==> config.mk <==
export PLATFORM = sky130hd
export DESIGN_NAME = pll_lock_supervisor
export DESIGN_NICKNAME = d
export VERILOG_FILES = /design/src/rtl/pll_sup_pkg.sv /design/src/rtl/sync_2ff_edge.sv /design/src/rtl/pll_lock_supervisor.sv
export SDC_FILE = /design/constraint.sdc
export NUM_CORES = 1
export LEC_CHECK = 0
export ABC_AREA = 1
export CAP_MARGIN = 20
export CORE_ASPECT_RATIO = 1.75
export CORE_MARGIN = 1.5
export CORE_UTILIZATION = 40
export CTS_CLUSTER_DIAMETER = 200
export DETAILED_ROUTE_END_ITERATION = 8
export PLACE_DENSITY = 0.58
export SETUP_SLACK_MARGIN = 0.05
export SLEW_MARGIN = 10
export SYNTH_ARGS = -nofsm -noshare
export SYNTH_HDL_FRONTEND = slang
export SYNTH_SLANG_ARGS = --single-unit
==> constraint.sdc <==
create_clock -name iSysClk -period 3.42 [get_ports iSysClk]
set_clock_uncertainty 0.1 [all_clocks]
set_input_delay 0.342 -clock iSysClk [delete_from_list [all_inputs] [get_ports iSysClk]]
set_output_delay 0.342 -clock iSysClk [all_outputs]
set_load 0.02 [all_outputs]
==> src/rtl/pll_sup_pkg.sv <==
// Shared definitions for the PLL lock supervisor.
//   state_t   : supervisor FSM state, encoding is visible on the LED debug port
//   RETRY_W   : width of the per-sequence retry counter
//   LOSS_W    : width of the lock-loss counter
//   min_cnt_w : smallest counter width able to hold the largest timing parameter
package pll_sup_pkg;

  typedef enum logic [2:0] {
    ST_PLLRST = 3'd0,
    ST_WAIT   = 3'd1,
    ST_STABLE = 3'd2,
    ST_RUN    = 3'd3,
    ST_FAIL   = 3'd4
  } state_t;

  localparam int RETRY_W = 2;
  localparam int LOSS_W  = 4;

  function automatic int min_cnt_w(input int rst_hold, input int lock_timeout,
                                   input int lock_stable);
    int m;
    m = rst_hold;
    if (lock_timeout > m) m = lock_timeout;
    if (lock_stable > m) m = lock_stable;
    return $clog2(m + 1);
  endfunction

endpackage

==> src/rtl/sync_2ff_edge.sv <==
// Two-flop synchronizer with optional rising-edge pulse.
//   iSysClk  : destination clock
//   iSysRstn : asynchronous active-low reset, clears both stages
//   iD       : asynchronous input
//   oQ       : synchronized level (second flop)
//   oRise    : one-cycle pulse on a synchronized 0->1 transition (pEdge=1),
//              constant 0 when pEdge=0
module sync_2ff_edge #(
  parameter int pEdge = 0
) (
  input  logic iSysClk,
  input  logic iSysRstn,
  input  logic iD,
  output logic oQ,
  output logic oRise
);

  logic r_meta;
  logic r_sync;

  always_ff @(posedge iSysClk or negedge iSysRstn) begin
    if (!iSysRstn) begin
      r_meta <= 1'b0;
      r_sync <= 1'b0;
    end else begin
      r_meta <= iD;
      r_sync <= r_meta;
    end
  end

  assign oQ = r_sync;

  generate
    if (pEdge != 0) begin : g_edge
      logic r_prev;

      always_ff @(posedge iSysClk or negedge iSysRstn) begin
        if (!iSysRstn) begin
          r_prev <= 1'b0;
        end else begin
          r_prev <= r_sync;
        end
      end

      // Both operands are flop outputs, so the pulse is glitch-free and
      // lasts exactly one cycle.
      assign oRise = r_sync & ~r_prev;
    end else begin : g_level
      assign oRise = 1'b0;
    end
  endgenerate

endmodule

==> src/rtl/pll_lock_supervisor.sv <==
// PLL reset sequencer and lock supervisor; source of the qualified user reset.
// Holds the PLL in reset, waits for lock, qualifies lock stability, then
// releases the downstream reset. Lock timeouts retry a bounded number of
// times before parking in a sticky failure state; a manual push switch
// restarts the sequence from any state.
//   iSysClk    : free-running oscillator clock
//   iSysRstn   : asynchronous active-low reset
//   iPllLoked  : PLL lock indication, asynchronous
//   iManualRst : push switch, active-high, asynchronous
//   oPllRst    : PLL reset, active-high
//   oUserRstn  : qualified downstream reset, active-low
//   oLockFail  : retries exhausted, sticky until manual restart or iSysRstn
//   oState     : current FSM state (LED debug)
//   oRetryCnt  : retries used in the current sequence, saturating
//   oLossCnt   : lock losses seen while running, saturating
module pll_lock_supervisor
  import pll_sup_pkg::*;
#(
  parameter int pRstHold     = 100,
  parameter int pLockTimeout = 65536,
  parameter int pLockStable  = 1024,
  parameter int pMaxRetry    = 3,
  parameter int pCntW        = 17
) (
  input  logic               iSysClk,
  input  logic               iSysRstn,
  input  logic               iPllLoked,
  input  logic               iManualRst,
  output logic               oPllRst,
  output logic               oUserRstn,
  output logic               oLockFail,
  output logic [2:0]         oState,
  output logic [RETRY_W-1:0] oRetryCnt,
  output logic [LOSS_W-1:0]  oLossCnt
);

  // Elaboration-time parameter sanity.
  if (pCntW < min_cnt_w(pRstHold, pLockTimeout, pLockStable)) begin : g_chk_cntw
    $error("pCntW too narrow for the timing parameters");
  end
  if (pRstHold < 1 || pLockTimeout < 1 || pLockStable < 1) begin : g_chk_timing
    $error("timing parameters must be at least 1");
  end
  if (pMaxRetry < 0 || pMaxRetry > (2 ** RETRY_W) - 1) begin : g_chk_retry
    $error("pMaxRetry does not fit the retry counter");
  end

  localparam logic [pCntW-1:0]   RST_HOLD_M1 = pCntW'(pRstHold - 1);
  localparam logic [pCntW-1:0]   TIMEOUT_M1  = pCntW'(pLockTimeout - 1);
  localparam logic [pCntW-1:0]   STABLE_M1   = pCntW'(pLockStable - 1);
  localparam logic [pCntW-1:0]   CNT_ONE     = pCntW'(1);
  localparam logic [RETRY_W-1:0] RETRY_LIM   = RETRY_W'(pMaxRetry);

  function automatic logic [RETRY_W-1:0] sat_inc_retry(input logic [RETRY_W-1:0] v);
    return (v == {RETRY_W{1'b1}}) ? v : v + RETRY_W'(1);
  endfunction

  function automatic logic [LOSS_W-1:0] sat_inc_loss(input logic [LOSS_W-1:0] v);
    return (v == {LOSS_W{1'b1}}) ? v : v + LOSS_W'(1);
  endfunction

  logic w_lock;
  logic w_man_pulse;
  logic w_lock_rise_unused;
  logic w_man_level_unused;

  sync_2ff_edge #(.pEdge(0)) u_sync_lock (
    .iSysClk  (iSysClk),
    .iSysRstn (iSysRstn),
    .iD       (iPllLoked),
    .oQ       (w_lock),
    .oRise    (w_lock_rise_unused)
  );

  sync_2ff_edge #(.pEdge(1)) u_sync_man (
    .iSysClk  (iSysClk),
    .iSysRstn (iSysRstn),
    .iD       (iManualRst),
    .oQ       (w_man_level_unused),
    .oRise    (w_man_pulse)
  );

  state_t             r_state;
  logic [pCntW-1:0]   r_cnt;
  logic               r_pll_rst;
  logic               r_user_rstn;
  logic               r_lock_fail;
  logic [RETRY_W-1:0] r_retry;
  logic [LOSS_W-1:0]  r_loss;

  // Outputs are updated together with the state register so that each one
  // changes only on entry to or exit from a state.
  always_ff @(posedge iSysClk or negedge iSysRstn) begin
    if (!iSysRstn) begin
      r_state     <= ST_PLLRST;
      r_cnt       <= '0;
      r_pll_rst   <= 1'b1;
      r_user_rstn <= 1'b0;
      r_lock_fail <= 1'b0;
      r_retry     <= '0;
      r_loss      <= '0;
    end else if (w_man_pulse) begin
      // Manual restart overrides any other transition; loss history is kept.
      r_state     <= ST_PLLRST;
      r_cnt       <= '0;
      r_pll_rst   <= 1'b1;
      r_user_rstn <= 1'b0;
      r_lock_fail <= 1'b0;
      r_retry     <= '0;
    end else begin
      case (r_state)
        ST_PLLRST: begin
          if (r_cnt == RST_HOLD_M1) begin
            r_state   <= ST_WAIT;
            r_cnt     <= '0;
            r_pll_rst <= 1'b0;
          end else begin
            r_cnt <= r_cnt + CNT_ONE;
          end
        end

        ST_WAIT: begin
          // Lock is tested first so it wins over a coincident timeout.
          if (w_lock) begin
            r_state <= ST_STABLE;
            r_cnt   <= '0;
          end else if (r_cnt == TIMEOUT_M1) begin
            r_cnt     <= '0;
            r_pll_rst <= 1'b1;
            if (r_retry < RETRY_LIM) begin
              r_state <= ST_PLLRST;
              r_retry <= sat_inc_retry(r_retry);
            end else begin
              r_state     <= ST_FAIL;
              r_lock_fail <= 1'b1;
            end
          end else begin
            r_cnt <= r_cnt + CNT_ONE;
          end
        end

        ST_STABLE: begin
          // A dropout here is a glitch: back to lock wait with a fresh
          // timeout, the retry budget is untouched.
          if (!w_lock) begin
            r_state <= ST_WAIT;
            r_cnt   <= '0;
          end else if (r_cnt == STABLE_M1) begin
            r_state     <= ST_RUN;
            r_cnt       <= '0;
            r_user_rstn <= 1'b1;
            r_retry     <= '0;
          end else begin
            r_cnt <= r_cnt + CNT_ONE;
          end
        end

        ST_RUN: begin
          if (!w_lock) begin
            r_state     <= ST_PLLRST;
            r_cnt       <= '0;
            r_pll_rst   <= 1'b1;
            r_user_rstn <= 1'b0;
            r_loss      <= sat_inc_loss(r_loss);
          end
        end

        ST_FAIL: begin
          r_state <= ST_FAIL;
        end

        default: begin
          r_state     <= ST_PLLRST;
          r_cnt       <= '0;
          r_pll_rst   <= 1'b1;
          r_user_rstn <= 1'b0;
        end
      endcase
    end
  end

  assign oPllRst   = r_pll_rst;
  assign oUserRstn = r_user_rstn;
  assign oLockFail = r_lock_fail;
  assign oState    = r_state;
  assign oRetryCnt = r_retry;
  assign oLossCnt  = r_loss;

endmodule

; ---- Yosys cells after proc, flatten, opt, wreduce, memory -nomap -nowiden
; Index checks and enable logic that the tools add are counted.
[totals]
reg_bits = 34
latch_bits = 0
mem_bits_rw = 0
rom_bits = 0
output_inout_bits = 12
n_memories = 0
[op_classes]
n_addsub = 3
multipliers = 0
div = 0
order_cmp = 1
eq_ne = 24
shifts = 0
muxes = 41
n_bitwise = 5
reduce_logical = 13
[op_table]
columns = cell, count
row1 = 2-to-1 mux 17 bit, 7
row2 = case mux 17 bit (5 select lines), 1
row3 = 2-to-1 mux 3 bit, 8
row4 = != test 3 x 2 -> 1 bit (second input constant), 7
row5 = adder 17 x 1 -> 17 bit (second input constant), 1
row6 = == test 17 x 10 -> 1 bit (second input constant), 1
row7 = == test 17 x 16 -> 1 bit (second input constant), 1
row8 = == test 17 x 7 -> 1 bit (second input constant), 1
row9 = AND reduction 4 bit, 4
row10 = case mux 3 bit (5 select lines), 1
row11 = 2-to-1 mux 1 bit, 14
row12 = 2-to-1 mux 2 bit, 7
row13 = != test 2 x 1 -> 1 bit (second input constant), 5
row14 = AND reduction 7 bit, 1
row15 = == test 3 x 2 -> 1 bit (second input constant), 2
row16 = AND reduction 5 bit, 1
row17 = adder 4 x 1 -> 4 bit (second input constant), 1
row18 = == test 4 bit (second input constant), 1
row19 = != test 4 x 2 -> 1 bit (second input constant), 1
row20 = != test 4 x 3 -> 1 bit (second input constant), 1
row21 = inverter 1 bit, 4
row22 = case mux 1 bit (4 select lines), 1
row23 = case mux 2 bit (2 select lines), 1
row24 = nonzero test 2 bit, 2
row25 = 13 further kinds, 13

; ---- Depth between registers and ports, before layout
[logic_depth]
ltp_word = 7
mapped_depth = 15

; ---- By module
; Synthesis repeated with hierarchy kept, for this count alone.
[unflattened]
cells_unflattened = 281
hier_area_um2 = 2035.7
[by_module_without_submodules]
columns = module, n_inst, cells_each, area_per_inst_um2, seq_area_each_um2
row1 = pll_lock_supervisor, 1, 272, 1889.3, 726.9
row2 = sync_2ff_edge (u_sync_man), 1, 5, 85.1, 75.1
row3 = sync_2ff_edge (u_sync_lock), 1, 4, 61.3, 50.0

; ---- Worst setup path after synthesis
; OpenSTA, ideal clock, no wires.
[synth_path]
path_type = register -> register
startpoint = register r_cnt[0]
endpoint = register r_retry[0] (netlist: oRetryCnt[0])
setup_ns = 0.121
t_arrival_ns = 1.957
required_ns = 3.199
slack_ns = 1.242
path_stages_with_launch = 16
synth_period_minus_slack_ns = 2.178
path_cell_list = dfrtp_1 -> ha_1 -> nand2_1 -> nor2_1 -> nand2_1 -> nor3b_1 -> nand4_1 -> inv_1 -> ha_1 -> inv_1 -> nor2_1 -> nor3_1 -> a21oi_1 -> nand2_1 -> nand2_1 -> o21ai_1
[synth_via]
elab_chain_len = 3
elab_cells_between_ends = 5
cone_classes = 4 x eq/ne / 1 x reduce/logical
[synth_rtl]
columns = element, line
row1 = from (decl), pll_lock_supervisor.sv:84  ; logic [pCntW-1:0] r_cnt;
row2 = from (signal assigned), pll_lock_supervisor.sv:118  ; r_cnt <= r_cnt + CNT_ONE;
row3 = from (signal assigned), pll_lock_supervisor.sv:138  ; r_cnt <= r_cnt + CNT_ONE;
row4 = from (signal assigned), pll_lock_supervisor.sv:154  ; r_cnt <= r_cnt + CNT_ONE;
row5 = == test 17 x 10 -> 1 bit / == test 17 x 16 -> 1 bit (equally long branches), "pll_lock_supervisor.sv:148, pll_lock_supervisor.sv:127"
row6 = != test 3 x 2 -> 1 bit (no line), -
row7 = AND reduction 7 bit (no line) (*), -
row8 = to (signal assigned), pll_lock_supervisor.sv:132  ; r_retry <= sat_inc_retry(r_retry);
row9 = to (decl), pll_lock_supervisor.sv:88  ; logic [RETRY_W-1:0] r_retry;
; Mark *: on every way between the ends. The rest lies on a longest branch, timed or not.
; A chain may end at the register's enable or synchronous reset.

; ---- Worst setup path in the final report
[layout_path]
startpoint = register r_cnt[0]
endpoint = register r_cnt[2]
[layout_via]
elab_chain_len = 5
elab_cells_between_ends = 11
cone_classes = 1 x add/sub / 3 x eq/ne / 7 x mux
[layout_rtl]
columns = element, line
row1 = "adder 17 x 1 -> 17 bit, or another cell as far along", "pll_lock_supervisor.sv:118, pll_lock_supervisor.sv:138, pll_lock_supervisor.sv:154"
row2 = 2-to-1 mux 17 bit (on tied branches), "pll_lock_supervisor.sv:148, pll_lock_supervisor.sv:127"
row3 = 2-to-1 mux 17 bit (on tied branches), "pll_lock_supervisor.sv:145, pll_lock_supervisor.sv:124"
row4 = case mux 17 bit (5 select lines) (*), pll_lock_supervisor.sv:111  ; case (r_state)
row5 = 2-to-1 mux 17 bit (*), pll_lock_supervisor.sv:102  ; end else if (w_man_pulse) begin
; Marked as above.

==> impl_metrics.env <==
export IMPL_outcome="completed"
export IMPL_yosys_warnings=0
export IMPL_synthesis_nets=280
export IMPL_root_buffer="clkbuf_8"
export IMPL_cp_data_arrival_time_ps=2760
export IMPL_rr_startpoint="r_cnt[0]"
export IMPL_path_buf_inv=2
export IMPL_wl_per_cell_um=14.0
export IMPL_required_ps=3490
export IMPL_fin_ws_ps=730
export IMPL_fin_area_sq_um=2310
export IMPL_peakVddDrop_v=0.000545
export IMPL_grt_pass1_wl_um=8270
export IMPL_fin_util_pct=49.0
export IMPL_grt_max_degree=35
export IMPL_ctsResizeCount=0
export IMPL_synth_seq_area_share_pct=43.1
export IMPL_drt_wl_total_um=4810
export IMPL_cts_hold_buffers=0
export IMPL_drc=0
export IMPL_worstHoldStart="u_sync_man.r_meta"
export IMPL_drt_pass1_iterations=5
export IMPL_final_common_cell="nand2_1"
export IMPL_drv_slew=0
export IMPL_fin_tns_setup_ps=0
export IMPL_cap_viol_max_count=0
export IMPL_ys_ff_latch=34
export IMPL_crit_type="reg2reg"
export IMPL_path_cells="ha_1 > nand2_1 > nor2_1 > nand2_1 > nor3b_1 > nand4_1 > inv_1 > ha_1 > inv_1 > nand3_1 > nand3_1 > nand2_1 > o21ai_0"
export IMPL_fp_dieH_um=96.0
export IMPL_start_kind="register"
export IMPL_crit_end="r_cnt[2]"
export IMPL_core_area_sq_um=4710
export IMPL_min_path_type="reg2reg"
export IMPL_r2r_setup_slack_ps=730
export IMPL_first_global_vias=1832
export IMPL_critPathMaxFanout=11
export IMPL_grt_setup_unrepaired="no"
export IMPL_place_gp_congestion=0.934
export IMPL_min_period_ps=2690
export IMPL_clockBufferDepth=2
export IMPL_synthToLayoutAreaGrowth_pct=16.8
export IMPL_dr_first_iter_drc_count=87
export IMPL_die_x_um=56.1
export IMPL_cts_sinks=34
export IMPL_htreeDepth=2
export IMPL_syn_cell_area_sq_um=1980
export IMPL_grtUsageTotal_pct=20.0
export IMPL_drive_gt1_share_pct=6.87
export IMPL_worstReg2RegEnd="r_cnt[2]"
export IMPL_portBuffers=15
export IMPL_avgViaCountPerCell=5.19
export IMPL_period_share_pct=78.6
export IMPL_p_leak_uw=0.00114
export IMPL_final_cell_mix="nand2_1 (80), nor2_1 (35), dfrtp_1 (33)"
export IMPL_pre_cts_slack_ps=709
export IMPL_setup_viol=0
export IMPL_cts_tree="built"
export IMPL_startpoint="r_cnt[0]"
export IMPL_numCtsBuffers=5
export IMPL_cp_top_family="simple AND/OR/NAND/NOR gates"
export IMPL_io_pins=16
export IMPL_nNetsFinal=299
export IMPL_cp_slowest_cell="dfrtp_1"
export IMPL_synth_cell_types=28
export IMPL_place_area_sq_um=2170
export IMPL_critical_path_max_stage_delay_ps=390
export IMPL_rows=33
export IMPL_max_slew_margin_pct=69.1
export IMPL_die_area_sq_um=5390
export IMPL_dp_hpwl_um=3540
export IMPL_syn_area_per_cell_sq_um=7.29
export IMPL_grt_antenna_before_repair=0
export IMPL_tightest_slew_ps=462
export IMPL_num_vias=1780
export IMPL_endpoint_kind="register"
export IMPL_start_util_pct=42.0
export IMPL_post_cts_buffers=0
export IMPL_max_freq_mhz=372
export IMPL_rr_worst_depth=13
export IMPL_clock_latency_ps=300
export IMPL_antenna_cells=0
export IMPL_ant_nets=0
export IMPL_p_total_uw=1510
export IMPL_grt_overflow_total=0
export IMPL_power_density_nw_per_um2=655
export IMPL_path_common_cell="nand2_1"
export IMPL_path_depth=13
export IMPL_hold_viol=0
export IMPL_syn_inst=271
export IMPL_clk_pin_slew_ps=80
==> how the worst min path moves through the flow <==
stage | cells past startpoint | to | slack [ps]
after floorplan | 0 | oLockFail | -50
after global placement | 0 | u_sync_man.oQ | 230
after detailed placement | 0 | u_sync_man.oQ | 240
after CTS | 0 | u_sync_man.oQ | 260
after global routing | 0 | u_sync_man.oQ | 270
final | 0 | u_sync_man.oQ | 260
==> per-layer routing <==
| metal | part of all wire (%) | GRT usage (%) |
|---|---|---|
| met3 | 3.0 | 2.55 |
| met5 | 0 | 0 |
| met2 | 55 | 39.1 |
| met1 | 39 | 20.3 |
| met4 | 3.0 | 10.5 |
==> registers in the layout (all words and copies together), names as in the netlist <==
signal and count:
u_sync_man.r_meta 1, oRetryCnt 2, oPllRst 1, oLossCnt 4, u_sync_lock.oQ 1, oState 3, r_cnt 17, oUserRstn 1
u_sync_lock.r_meta 1, u_sync_man.oQ 1, oLockFail 1, u_sync_man.g_edge.r_prev 1
==> area by class of cell <==
| class | instances | area, sq um |
|---|---|---|
| Fill cell | 470 | 2400 |
| Clock inverter | 3 | 68.8 |
| Inverter | 33 | 124 |
| Sequential cell | 34 | 852 |
| Multi-Input combinational cell | 200 | 971 |
| Clock buffer | 5 | 68.8 |
| Tap cell | 52 | 65.1 |
| Timing Repair Buffer | 16 | 158 |
==> power breakdown <==
part / internal, uW / switching (uW)
registers: 466 / 65.5
logic: 196 / 324
clock network: 292 / 168
total: 954 / 558
==> cell usage after synthesis (all sizes together) <==
cell,number,area share (%)
a21oi,14,3.5
and3,1,0.32
dfrtp,33,42
o21bai,1,0.38
nor2,37,7.3
buf,4,1.5
inv,32,6.1
dfstp,1,1.3
nor3b,1,0.38
nand2,80,15
o21ai,15,3.8
nor3,5,1.5
xor2,4,1.8
ha,5,3.2
nand4,5,1.6
xnor2,5,2.2
clkinv,1,0.19
nand3,22,6.1
mux2,1,0.57
a31oi,3,0.95
nand3b,1,0.38
==> through the flow <==
step	cells	hold WS [ps]
floorplan	271	-53.6
global placement	335	234
detailed placement	335	240
CTS	343	258
global route	343	269
finish	343	264
==> kinds of logic after synthesis <==
group | after synthesis | synth area share (%)
buf+inv | 37 | 7.73
flops | 34 | 43.1
compound gates | 33 | 8.68
simple gates | 152 | 32.7
fa+ha+maj | 5 | 3.17
xor+xnor | 9 | 3.99
mux | 1 | 0.570
(Power assumes the default switching activity.)
